<file path="config.mk">
export PLATFORM = sky130hd
export DESIGN_NAME = packet_grant_ctrl
export DESIGN_NICKNAME = d
export VERILOG_FILES = /design/src/rtl/pkt_switch_pkg.sv /design/src/rtl/rr_next_port.sv /design/src/rtl/packet_grant_ctrl.sv
export SDC_FILE = /design/constraint.sdc
export NUM_CORES = 1
export LEC_CHECK = 0
export CAP_MARGIN = 10
export CORE_MARGIN = 2
export CORE_UTILIZATION = 60
export DETAILED_ROUTE_END_ITERATION = 16
export DONT_BUFFER_PORTS = 1
export GPL_ROUTABILITY_DRIVEN = 0
export PLACE_DENSITY = 0.82
export REMOVE_ABC_BUFFERS = 1
export SYNTH_ARGS = -nofsm -noshare
export SYNTH_HDL_FRONTEND = slang
export SYNTH_SLANG_ARGS = --single-unit
</file>
<file path="constraint.sdc">
create_clock -name clk -period 2.1 [get_ports clk]
set_clock_uncertainty 0.1 [all_clocks]
set_input_delay 0.42 -clock clk [delete_from_list [all_inputs] [get_ports clk]]
set_output_delay 0.42 -clock clk [all_outputs]
set_load 0.02 [all_outputs]
</file>
<file path="src/rtl/pkt_switch_pkg.sv">
// Shared types for the packet grant controller: port encoding and FSM states.
package pkt_switch_pkg;

   typedef enum logic [1:0] {
      NONE  = 2'b00,
      PORTA = 2'b01,
      PORTB = 2'b10,
      PORTC = 2'b11
   } port_e;

   typedef enum logic {
      IDLE = 1'b0,
      HOLD = 1'b1
   } state_e;

endpackage

</file>
<file path="src/rtl/rr_next_port.sv">
// Combinational round-robin pick: the port after last_owner in A->B->C order that is requesting.
module rr_next_port
   import pkt_switch_pkg::*;
(
   input  logic [1:0] last_owner,
   input  logic       req_a,
   input  logic       req_b,
   input  logic       req_c,
   output logic [1:0] next_port
);

   always_comb begin
      next_port = NONE;
      case (port_e'(last_owner))
         PORTA: begin
            if (req_b)      next_port = PORTB;
            else if (req_c) next_port = PORTC;
            else if (req_a) next_port = PORTA;
         end
         PORTB: begin
            if (req_c)      next_port = PORTC;
            else if (req_a) next_port = PORTA;
            else if (req_b) next_port = PORTB;
         end
         // Owner C, and the never-expected NONE, both start the search at A.
         default: begin
            if (req_a)      next_port = PORTA;
            else if (req_b) next_port = PORTB;
            else if (req_c) next_port = PORTC;
         end
      endcase
   end

endmodule

</file>
<file path="src/rtl/packet_grant_ctrl.sv">
// Grants a shared egress stream to one of three ports per packet, round-robin.
// Optional idle-beat watchdog enabled by defining ARB_TIMEOUT_EN.
module packet_grant_ctrl
   import pkt_switch_pkg::*;
#(
   parameter int TIMEOUT_CYC = 1024,
   parameter int CNT_W       = 16
) (
   input  logic             clk,
   input  logic             reset,
   input  logic             req_a,
   input  logic             req_b,
   input  logic             req_c,
   input  logic             out_valid,
   input  logic             out_ready,
   input  logic             out_last,
   output logic [1:0]       grant,
   output logic             busy,
   output logic             timeout,
   output logic [CNT_W-1:0] pkt_count,
   output logic             state_dbg
);

   // Egress handshake: a beat transfers when out_valid and out_ready are both
   // high on a rising edge; out_last marks the final beat of the owner's packet.
   logic last_beat;
   logic any_req;
   logic [1:0] rr_port;

   state_e           state_q, state_d;
   port_e            grant_q, grant_d;
   port_e            last_q, last_d;
   logic             busy_q, busy_d;
   logic [CNT_W-1:0] pkt_count_q, pkt_count_d;

   assign last_beat = out_valid & out_ready & out_last;
   assign any_req   = req_a | req_b | req_c;

   // In HOLD last_q always equals the current owner, so one pick serves both
   // the IDLE grant and the same-cycle re-arbitration on a last beat.
   rr_next_port u_rr (
      .last_owner (last_q),
      .req_a      (req_a),
      .req_b      (req_b),
      .req_c      (req_c),
      .next_port  (rr_port)
   );

`ifdef ARB_TIMEOUT_EN
   localparam int WD_W = $clog2(TIMEOUT_CYC + 1);

   logic            beat;
   logic            timeout_q, timeout_d;
   logic [WD_W-1:0] wdog_q, wdog_d;
   logic [WD_W-1:0] wdog_inc;

   assign beat     = out_valid & out_ready;
   assign wdog_inc = wdog_q + WD_W'(1);
   assign timeout  = timeout_q;
`else
   localparam int unused_timeout_cyc = TIMEOUT_CYC;

   assign timeout = 1'b0;
`endif

   always_comb begin
      state_d     = state_q;
      grant_d     = grant_q;
      last_d      = last_q;
      pkt_count_d = pkt_count_q;
`ifdef ARB_TIMEOUT_EN
      timeout_d   = 1'b0;
      wdog_d      = '0;
`endif
      case (state_q)
         IDLE: begin
            if (any_req) begin
               state_d = HOLD;
               grant_d = port_e'(rr_port);
               last_d  = port_e'(rr_port);
            end
         end
         HOLD: begin
            if (last_beat) begin
               if (pkt_count_q != '1) pkt_count_d = pkt_count_q + CNT_W'(1);
               if (any_req) begin
                  grant_d = port_e'(rr_port);
                  last_d  = port_e'(rr_port);
               end else begin
                  state_d = IDLE;
                  grant_d = NONE;
               end
            end
`ifdef ARB_TIMEOUT_EN
            else if (beat) begin
               wdog_d = '0;
            end else if (wdog_inc == WD_W'(TIMEOUT_CYC)) begin
               // Forced release: the stalled owner goes to the back of the order.
               state_d   = IDLE;
               grant_d   = NONE;
               last_d    = grant_q;
               timeout_d = 1'b1;
            end else begin
               wdog_d = wdog_inc;
            end
`endif
         end
         default: begin
            state_d = IDLE;
            grant_d = NONE;
         end
      endcase
      busy_d = (grant_d != NONE);
   end

   always_ff @(posedge clk or posedge reset) begin
      if (reset) begin
         state_q     <= IDLE;
         grant_q     <= NONE;
         last_q      <= PORTC;
         busy_q      <= 1'b0;
         pkt_count_q <= '0;
      end else begin
         state_q     <= state_d;
         grant_q     <= grant_d;
         last_q      <= last_d;
         busy_q      <= busy_d;
         pkt_count_q <= pkt_count_d;
      end
   end

`ifdef ARB_TIMEOUT_EN
   always_ff @(posedge clk or posedge reset) begin
      if (reset) begin
         timeout_q <= 1'b0;
         wdog_q    <= '0;
      end else begin
         timeout_q <= timeout_d;
         wdog_q    <= wdog_d;
      end
   end
`endif

   assign grant     = grant_q;
   assign busy      = busy_q;
   assign pkt_count = pkt_count_q;
   assign state_dbg = state_q;

endmodule
</file>
==> results, run 1 <==
- The sum of negative setup slack is 0 ns.
- The design draws 0.00130 W.
- The number of standard-cell rows in the floorplan is 16.
- The number of iterations in the first detailed-routing pass is 4.
- Counting every sink on the clock net gives 22.
- In the final routed layout, each cell accounts on average for 16.0 um.
- The number of design-rule violations left by the first detailed-router iteration is 24.
- The sequential standard cell area is 553 sq um.
- The overall fraction of global-route tracks in use is 0.232.
- The setup violation total in the final timing report is 0.
- CTS placed an instance of sky130_fd_sc_hd__clkbuf_4 at the clock tree root.
- The total setup buffers inserted after CTS is 0.
- After layout, the minimum clock period comes to 1.95 ns.
- On the final layout, the worst hold slack is 0.216 ns.
- The top-level I/O count is 29.
- Of all nets on the critical path, the largest fanout is 4.
- The max-slew headroom at the worst pin is 0.569.
- The wire length of the first global-routing pass is 3680 um.
- The average cell area after synthesis is 10.5 sq um.
- For this run, the number of Yosys warnings is 0.
- Once the clock tree was built, the resizer swapped 0 gates to a different size.
- The final route contains 954 vias.
- Data on the critical path is required at its endpoint by 2.16 ns.
- Counting flops and latches in the post-synthesis netlist gives 22.
- VDD sags by at most 0.000895 V.
- The worst hold path class is in -> reg.
- The most used flip-flop cell after synthesis is sky130_fd_sc_hd__dfrtp_1.
- Setup repair after global routing left no endpoint under its margin.
- The distinct cell type count after synthesis is 38.
- The achievable frequency is 0.512 GHz.
- After detailed routing, the number of remaining DRC violations is 0.
- The post-detailed-route via-to-cell ratio is 6.12.
- Synthesis produced a netlist whose cell count is 112.
- For the worst-skew pair, the clock arrives at the later sink with an insertion delay of 0.30 ns.
- The maximum number of pins on one net before global-route repair is 23.
- The count of hold buffers inserted by post-cts repair is 1.
- The number of global-route vias before repair is 864.
- The critical path is of the reg -> reg type.
- The count of max-cap constraint violations is 0.
- Measured along the y axis, the die boundary spans 48.3 um.
- Measured along the x axis, the die boundary spans 48.3 um.
- The static leakage power is 0.586 nW.
- The core region is 1900 sq um.
- The final cycle utilization of the critical path is 0.930.
- The sequential area share after synthesis is 0.470.
- Power spread over the standard cell area amounts to 964 nW/um^2.
- Measured on the finished design, the core utilization comes to 0.708.
- At the pin with the least slew margin, the transition time is 0.636 ns.
- The HPWL after detailed placement is 1920 um.
- No sink is reached through more buffers than the 2 on the longest clock path.
- TritonCTS built the clock tree.
- The number of antenna violations at the first check in global routing came to 0.
- Yosys mapped a number of flops with a built-in enable equal to 0.
- The number of failing hold endpoints at the final stage is 0.
- The worst setup path is captured at a flip-flop.
- After detailed routing, the total wire length is 2490 um.
- For the worst setup path, the data arrival time is 2.01 ns.
- The post-route worst setup slack is 0.147 ns.
- The overall overflow remaining after global route is 0.
- The number of buffers added by the clock tree synthesis step is 3.
- The number of filler cells placed in the layout is 148.
- The library cells used most frequently in the layout, excluding fill and tap cells, are sky130_fd_sc_hd__dfrtp_1, sky130_fd_sc_hd__buf_4, sky130_fd_sc_hd__nand3_1.
- The diode insertion count for antenna repair is 0.
- The floorplan step defined a die boundary enclosing 2330 sq um.
- The synthesis-to-finish area growth is 14.5%.
- CTS built an H-tree with a depth of 1.
- The fraction of layout instances using a drive strength above 1 is 0.194.
- Leaving out fill and tap cells, the most frequent cell in the layout is sky130_fd_sc_hd__dfrtp_1.
- The final-report max-slew violation count is 0.
- The mapped cell area is 1180 sq um.
- The count of port buffers added during placement is 0.
- For this run, the post-layout net count is 141.
- The critical path startpoint category is a flip-flop.
- After clock tree synthesis, the clock-pin slew on the worst setup and hold paths is 0.11 ns.
- The run finished with clean final reports.
- The area of the multi-input gates is 597 sq um.
- The async set or reset register ratio after synthesis is 1.00.
- Prior to clock tree synthesis, the placed netlist has a worst setup slack of 0.217 ns.
- The initial utilization of the core area, before any placement, comes to 0.618.
- The post-detailed-route count of antenna-violating nets is 0.
[routing by layer]
layer / track usage / part of all wire / up-vias
li1: - / - / 451
met1: 0.296 / 0.41 / 457
met2: 0.389 / 0.52 / 42
met3: 0.0630 / 0.065 / 4
met4: 0.0595 / 0.0076 / 0
met5: 0 / 0 / -
[final timing paths]
check / startpoint / end / slack [ns] / cells after the start
worst max-delay path: last_q[0]$_DFFE_PP1P_ / grant[0]$_DFF_PP0_ / 0.15 / 5
worst min-delay path: req_b / state_dbg$_DFF_PP0_ / 0.22 / 2
worst max register to register: last_q[0]$_DFFE_PP1P_ / grant[0]$_DFF_PP0_ / 0.15 / 5
worst min register to register: pkt_count[3]$_DFFE_PP0P_ / pkt_count[3]$_DFFE_PP0P_ / 0.48 / 1
max in group asynchronous: reset / last_q[1]$_DFFE_PP1P_ / 1.14 / 3
min in group asynchronous: reset / pkt_count[14]$_DFFE_PP0P_ / 0.48 / 3
[logic make-up after synthesis]
| group | share of synthesized area |
|---|---|
| buffers and inverters | 0.0223 |
| xor gates and xnor gates | 0.0894 |
| AOI/OAI and AO/OA | 0.120 |
| adders and majority gates | 0.0319 |
| muxes | 0.0383 |
| and+or+nand+nor | 0.224 |
| DFF | 0.470 |
| other | 0.00319 |
[area by class of cell]
cell class                      count  share of cell area
Multi-Input combinational cell     84               0.443
Tap cell                           27              0.0251
Timing Repair Buffer               14              0.0799
Inverter                            5              0.0139
Sequential cell                    22               0.411
Clock buffer                        4              0.0270
[registers in the layout (all words and copies together) (netlist names)]
signal,flops
pkt_count,16
grant,2
state_dbg,1
last_q,2
busy,1
[power breakdown]
part | switching (W) | leakage, nW | internal [W] | total, W
Clock | 0.000116 | 0.0210 | 0.000106 | 0.000222
Combinational | 0.000234 | 0.283 | 0.000186 | 0.000421
Sequential | 0.000129 | 0.282 | 0.000527 | 0.000656
Total | 0.000480 | 0.586 | 0.000818 | 0.00130
[worst max-delay path, stage by stage (launching register included)]
cell                      delay [ns]
sky130_fd_sc_hd__dfstp_2        0.56
sky130_fd_sc_hd__inv_1          0.04
sky130_fd_sc_hd__ha_1           0.33
sky130_fd_sc_hd__o32a_1         0.39
sky130_fd_sc_hd__a22oi_1        0.24
sky130_fd_sc_hd__o21ai_0        0.17
[cells in the mapped netlist, drive strengths merged (4+ instances only)]
cell,instances,share of area
a21oi,4,0.017
and4,4,0.032
dfrtp,20,0.43
inv,5,0.016
mux2,4,0.038
nand2,7,0.022
nand3,8,0.034
nand4,4,0.021
nor2,4,0.013
xnor2,6,0.045
xor2,6,0.045
[per-stage QoR]
stage          std cells  instance area, sq um
3_3_place_gp         151                  1300
3_5_place_dp         151                  1300
4_1_cts              156                  1350
6_report             156                  1350
5_1_grt              156                  1350
2_1_floorplan        111                  1170
No activity file was read; power rests on OpenSTA's default activity.
==> inputs of run 2 (changes only) <==
--- a/config.mk
+++ b/config.mk
@@ -7,11 +7,11 @@
 export LEC_CHECK = 0
 export CAP_MARGIN = 10
 export CORE_MARGIN = 2
-export CORE_UTILIZATION = 60
+export CORE_UTILIZATION = 55
 export DETAILED_ROUTE_END_ITERATION = 16
 export DONT_BUFFER_PORTS = 1
 export GPL_ROUTABILITY_DRIVEN = 0
-export PLACE_DENSITY = 0.82
+export PLACE_DENSITY = 0.79
 export REMOVE_ABC_BUFFERS = 1
 export SYNTH_ARGS = -nofsm -noshare
 export SYNTH_HDL_FRONTEND = slang
==> constraint.sdc (replaced) <==
create_clock -name clk -period 1.7 [get_ports clk]
set_clock_uncertainty 0.1 [all_clocks]
set_input_delay 0.34 -clock clk [delete_from_list [all_inputs] [get_ports clk]]
set_output_delay 0.34 -clock clk [all_outputs]
set_load 0.02 [all_outputs]
==> run 2 against run 1 <==
The flow now finishes with violations (negative setup slack). Highest routed layer unchanged. Sequential cell count is the same. Critical path depth is 1 higher. Clock power grew 36%. Die area increased by 8.3%. Via count grew 19%. Critical path type unchanged. Design area increased by 25%.
==> results, run 2 (synthesized netlist as in run 1, its figures left out) <==
- The total wire length is 3430 um.
- The flow ran to the end, but the final reports show violations.
- The max-slew headroom at the worst pin is 0.648.
- The final reports fail on negative setup slack.
- The remaining design rule violation count is 0.
- The repair_antennas step left the layout with diodes totalling 0.
- The global-route track usage on met3 is 0.0625.
- The smallest hold slack is 0.105 ns.
- Timing analysis after detailed placement gives a worst setup slack of -0.114 ns.
- The floorplan step defined a die boundary enclosing 2520 sq um.
- The met2 track demand over resource is 0.404.
- For the worst setup path, the data arrival time is 1.92 ns.
- The largest fanout on the critical path is 4.
- For the pin with the worst max-slew slack, the measured transition is 0.524 ns.
- Walking the worst path, the cells encountered are buf_4, ha_4, a21boi_1, o32a_1, a21oi_2, o2111ai_1.
- The post-route worst setup slack is -0.0792 ns.
- The total core area is 1980 sq um.
- The first global-routing pass estimated 4910 um of wire.
- The class of the most critical setup path is reg -> reg.
- The final cycle utilization of the critical path is 1.05.
- The critical path startpoint category is a flip-flop.
- Dividing the detail-routed wire length by the instance count gives 18.5 um.
- The critical register-to-register path startpoint is last_q[1]$_DFFE_PP1P_.
- Clock latency on the worst-skew pair, taken at its later pin, is 0.32 ns.
- The clock passes through at most 2 buffers.
- The largest single stage delay on the critical path is 0.56 ns.
- The required time at the worst-slack endpoint is 1.84 ns.
- TritonCTS built the clock tree.
- Summed over all layers, the global routing overflow is 0.
- The achievable frequency is 0.562 GHz.
- Tracing the worst setup path back leads to its startpoint at last_q[1]$_DFFE_PP1P_.
- The kind of cell with the highest combined delay on the critical path is compound AO/OA/AOI/OAI gates.
- The number of failing hold endpoints at the final stage is 0.
- The tightest min-delay check is of the in -> reg type.
- The clock root buffer master is sky130_fd_sc_hd__clkbuf_4.
- The worst path in the final design needs a cycle of 1.78 ns, including I/O delays and setup.
- Entering global routing, the biggest net connects 13 pins.
- The worst-case IR drop observed on VDD is 0.00125 V.
- The worst hold path begins at req_b.
- The commonest non-fill, non-tap cell in the layout is sky130_fd_sc_hd__buf_4.
- The clock-pin slew of the registers on the worst-case setup and hold paths is 0.13 ns.
- The total internal power is 0.00127 W.
- The sequential share of power is 0.391.
- 29 I/O pins were placed.
- For this run, global-route usage on met1 was measured as 0.335.
- The count of max-cap constraint violations is 0.
- In the final layout, the share of cells above drive strength 1 is 0.443.
- The number of antenna violations at the first check in global routing is 0.
- The post-detailed-route count of antenna-violating nets is 0.
- For this block, the via count after detailed routing is 1139.
- The analysis attributes to net switching a power of 0.000761 W.
- Setup repair after global routing could not meet its margin everywhere.
- The switching portion of total power is 0.376.
- The number of global-route vias before repair is 1062.
- The analysis attributes to cell leakage a power of 0.769 nW.
- Counting both buffers and inverters, the worst setup path holds a total of 1.
- The most heavily used metal layer in global routing is met2.
- Power spread over the standard cell area amounts to 1210 nW/um^2.
- The sink count of the clock tree is 22.
- The die span in x is 50.2 um.
- CTS built an H-tree with a depth of 1.
- The sum of negative setup slack is -0.248 ns.
- The worst-path cell with the longest stage delay is sky130_fd_sc_hd__dfstp_2.
- The flip-flop count of the largest register after layout is 16.
- The synthesis-to-finish area growth is 42.9%.
- The HPWL after detailed placement is 2150 um.
- Setup violations remaining at the end of the flow were counted as 7.
- The portion of total power attributed to the clock network is 0.149.
- Clock tree synthesis inserted a total of 3 buffers.
- In this run the tool buffered the top-level ports with 0 buffer cells.
- The die is 50.2 um tall.
- The final-report max-slew violation count is 0.
- The overall fraction of global-route tracks in use is 0.258.
- Leaving out fill and tap cells, the most frequent cells in the layout are sky130_fd_sc_hd__buf_4, sky130_fd_sc_hd__dfrtp_1, sky130_fd_sc_hd__nand2_1, sky130_fd_sc_hd__nand3_1, sky130_fd_sc_hd__xor2_1.
- In the routed layout, each cell is associated on average with a via count of 6.16.
- STA classifies the critical path endpoint as a flip-flop.
- The final layout contains 170 nets.
- Of the total power, combinational logic draws 0.460.
- The number of standard-cell rows in the floorplan is 16.
- The first detailed-routing pass ran for 4 iterations.
- The starting density of the core is 0.593.
- The detailed router finished its first iteration with 29 violations.
run 2: power groups by stage:
stage               Combinational (W)  Clock (W)  Sequential [W]
floorplan                    0.000303          0        0.000864
global placement             0.000575          0        0.000791
detailed placement           0.000613          0        0.000795
CTS                          0.000774   0.000301        0.000788
global route                 0.000994   0.000331        0.000808
finish                       0.000933   0.000302        0.000792
run 2: what timing repair did:
item / CTS / global route
buffers inserted: 5 / 8
gates resized for setup: 12 / 11
endpoints found under the setup margin: 5 / 13
hold buffers: 1 / 0
endpoints found under the hold margin: 9 / 0
pin swaps: 4 / 9
run 2: worst register-to-register path, stage by stage, from the launching register on:
cell	delay [ns]
sky130_fd_sc_hd__dfstp_2	0.56
sky130_fd_sc_hd__buf_4	0.12
sky130_fd_sc_hd__ha_4	0.21
sky130_fd_sc_hd__a21boi_1	0.19
sky130_fd_sc_hd__o32a_1	0.26
sky130_fd_sc_hd__a21oi_2	0.07
sky130_fd_sc_hd__o2111ai_1	0.20
run 2: cell type report:
class,count,area [sq um]
Fill cell,100,302
Inverter,5,18.8
Tap cell,27,33.8
Sequential cell,22,553
Timing Repair Buffer,43,325
Multi-Input combinational cell,84,713
Clock buffer,4,36.3
run 2: worst paths after layout:
kind                                             endpoint  slack (ns)  depth (start not counted)
min in group asynchronous                  busy$_DFF_PP0_        0.37                          2
worst min register to register  pkt_count[10]$_DFFE_PP0P_        0.51                          2
max in group asynchronous        pkt_count[2]$_DFFE_PP0P_        0.61                          3
worst min-delay path                  state_dbg$_DFF_PP0_        0.11                          2
worst max-delay path                       busy$_DFF_PP0_       -0.08                          6
worst max register to register             busy$_DFF_PP0_       -0.08                          6
run 2: metrics by stage:
step	utilization	power (W)	instance area, sq um	cells
after floorplan	-	0.00117	1170	111
after global routing	0.848	0.00213	1680	185
after global placement	0.717	0.00137	1420	167
after detailed placement	0.717	0.00141	1420	167
final	0.848	0.00203	1680	185
after CTS	0.792	0.00186	1570	177
run 2: layer usage:
metal  vias up  wire length [um]
li1        509                 -
met1       555              1440
met2        59              1590
met3        16               251
met4         0               144
met5         -                 0
==> inputs of run 3 (changes only) <==
==> constraint.sdc (replaced) <==
create_clock -name clk -period 1.7 [get_ports clk]
set_clock_uncertainty 0.1 [all_clocks]
set_input_delay 0.34 -clock clk [delete_from_list [all_inputs] [get_ports clk]]
set_output_delay 0.34 -clock clk [all_outputs]
set_load 0.005 [all_outputs]
==> run 3 against run 2 <==
The flow still finishes with violations (negative setup slack). Power fell by 3.4%. First-iteration DRC count rose by 59%. Sequential share of layout area rose by 0.20 points.
==> results, run 3 (synthesized netlist as in run 1, its figures left out) <==
- The flow ran to the end, but the final reports show violations.
- The checks that failed: negative setup slack.
- The final-report max-slew violation count is 0.
- The register with the most flip-flops in the layout has 16 of them.
- The CTS tree is built.
- The floorplan die height is 50.2 um.
- The post-route worst setup slack is -0.124 ns.
- The setup violation total in the final timing report is 9.
- The max-slew headroom at the worst pin is 0.622.
- The worst reg-to-reg setup slack is -0.12 ns.
- The post-detailed-route via-to-cell ratio is 6.31.
- The power density over the cells is 1170 nW/um^2.
- Static timing analysis puts the maximum clock frequency at 0.548 GHz.
- Measured along the x axis, the die boundary spans 50.2 um.
- The final core utilization is 0.847.
- In the final layout, the share of cells above drive strength 1 is 0.455.
- The worst endpoint data arrival time is 1.91 ns.
- Across every metal layer, demand over resource in global routing totals 0.261.
- The clock-pin slew of the registers on the worst-case setup and hold paths is 0.13 ns.
- From synthesis to final layout, the design area changed by 42.7%.
- Entering global routing, the biggest net connects 13 pins.
- After floorplanning, the core was sized to cover 1980 sq um.
- The endpoint type of the worst setup path is a flip-flop.
- The maximum number of buffers from clock root to sink is 2.
- The total wire length is 3570 um.
- For the worst setup path, the data required time is 1.79 ns.
- The library cell used most frequently in the layout, excluding fill and tap cells, is sky130_fd_sc_hd__buf_4.
- The final cycle utilization of the critical path is 1.07.
- STA classifies the critical path startpoint as a flip-flop.
- The number of antenna violations at the first check in global routing is 0.
- The actual slew at the worst max-slew pin is 0.563 ns.
- The first global-routing pass estimated 4930 um of wire.
- For the worst-skew pair, the clock arrives at the later sink with an insertion delay of 0.32 ns.
- Setup repair after global routing could not meet its margin everywhere.
- For this run, design rule violations remaining after detail routing come to 0.
- In this run the number of H-tree levels came out at 1.
- In the final routed layout, each cell accounts on average for 19.7 um.
- The total die area is 2520 sq um.
- The final layout contains 166 nets.
- Summing over every cut layer, the via total after detailed routing is 1142.
- Summed over all failing endpoints, the final setup total negative slack is -0.420 ns.
- The number of buffers added by the clock tree synthesis step is 3.
- The final total power is 0.00196 W.
- The worst path in the final design needs a cycle of 1.82 ns, including I/O delays and setup.
- The hold path startpoint is req_b.
- The count of max-cap constraint violations is 0.
- The tree is rooted in a sky130_fd_sc_hd__clkbuf_4.
- The number of global-route vias before repair was 1089.
- The critical register-to-register path startpoint is last_q[1]$_DFFE_PP1P_.
- After global routing the overflow that remains totals 0.
- The maximum resistive drop on vdd is 0.00126 V.
- The top cell types in the final layout, fill and taps aside, are sky130_fd_sc_hd__buf_4, sky130_fd_sc_hd__dfrtp_1, sky130_fd_sc_hd__nand2_1.
- The placement-stage worst setup slack is -0.172 ns.
- The static leakage power is 0.752 nW.
- Counting the fill cells in the layout gives 104.
- The HPWL after detailed placement is 2190 um.
- The diode insertion count for antenna repair is 0.
- Along the worst path, the maximum fanout reaches 4.
- The initial utilization of the core area, before any placement, comes to 0.593.
- The number of failing hold endpoints at the final stage is 0.
- The top-level I/O count is 29.
- The worst hold path belongs to the class in -> reg.
- The class of the most critical setup path is reg -> reg.
- The sink count of the clock tree is 22.
- Port buffering added 0 buffers.
- The first routing iteration left 46 violations.
- The floorplan has 16 rows.
- In this run the worst setup path begins at last_q[1]$_DFFE_PP1P_.
- The count of nets left with antenna violations once routing finished came out at 0.
- The pre-antenna-repair detailed-routing pass consisted of 4 iterations.
-- run 3: what timing repair did --
item | CTS | global route
hold buffers | 1 | 0
buffers inserted | 6 | 5
setup endpoints to repair | 8 | 8
pin swaps | 10 | 11
gates cloned | 0 | 0
resized for setup | 20 | 10
endpoints found under the hold margin | 8 | 0
-- run 3: stage by stage --
stage | area, sq um | instances | hold WS, ns
6_report | 1680 | 181 | 0.110
5_1_grt | 1680 | 181 | 0.123
4_1_cts | 1590 | 176 | 0.0954
3_5_place_dp | 1410 | 165 | 0.142
3_3_place_gp | 1410 | 165 | 0.132
2_1_floorplan | 1170 | 111 | 0.228
-- run 3: final timing paths --
check | end | cells past startpoint
setup / recovery | busy$_DFF_PP0_ | 6
hold / removal | state_dbg$_DFF_PP0_ | 2
setup reg to reg | busy$_DFF_PP0_ | 6
hold reg to reg | pkt_count[14]$_DFFE_PP0P_ | 2
max in group asynchronous | pkt_count[7]$_DFFE_PP0P_ | 3
min in group asynchronous | pkt_count[5]$_DFFE_PP0P_ | 2
-- run 3: routing by layer --
layer  global-route usage  part of all wire  wire, um
met5                    0                 0         0
met4                0.120             0.022        78
met3               0.0625             0.072       256
met2                0.423              0.51      1820
met1                0.327              0.40      1410
-- run 3: where the power goes --
group          internal (W)  leakage (nW)  switching, W
logic              0.000492         0.453      0.000388
clock network      0.000131        0.0210      0.000176
registers          0.000651         0.278      0.000119
-- run 3: final cells by class --
cell class | instances | area, sq um | area share
clock buffers | 4 | 36.3 | 0.0216
flip-flops and latches | 22 | 556 | 0.331
inverters | 5 | 18.8 | 0.0112
repair buffers | 39 | 303 | 0.180
multi-input cells | 84 | 731 | 0.435
well taps | 27 | 33.8 | 0.0201
-- run 3: worst max-delay path: stages (launching register included) --
cell and delay [ns]:
sky130_fd_sc_hd__dfstp_2 0.58, sky130_fd_sc_hd__buf_6 0.11, sky130_fd_sc_hd__ha_4 0.20, sky130_fd_sc_hd__o32ai_2 0.27, sky130_fd_sc_hd__a21oi_2 0.09, sky130_fd_sc_hd__o21bai_1 0.20, sky130_fd_sc_hd__o2111ai_1 0.16
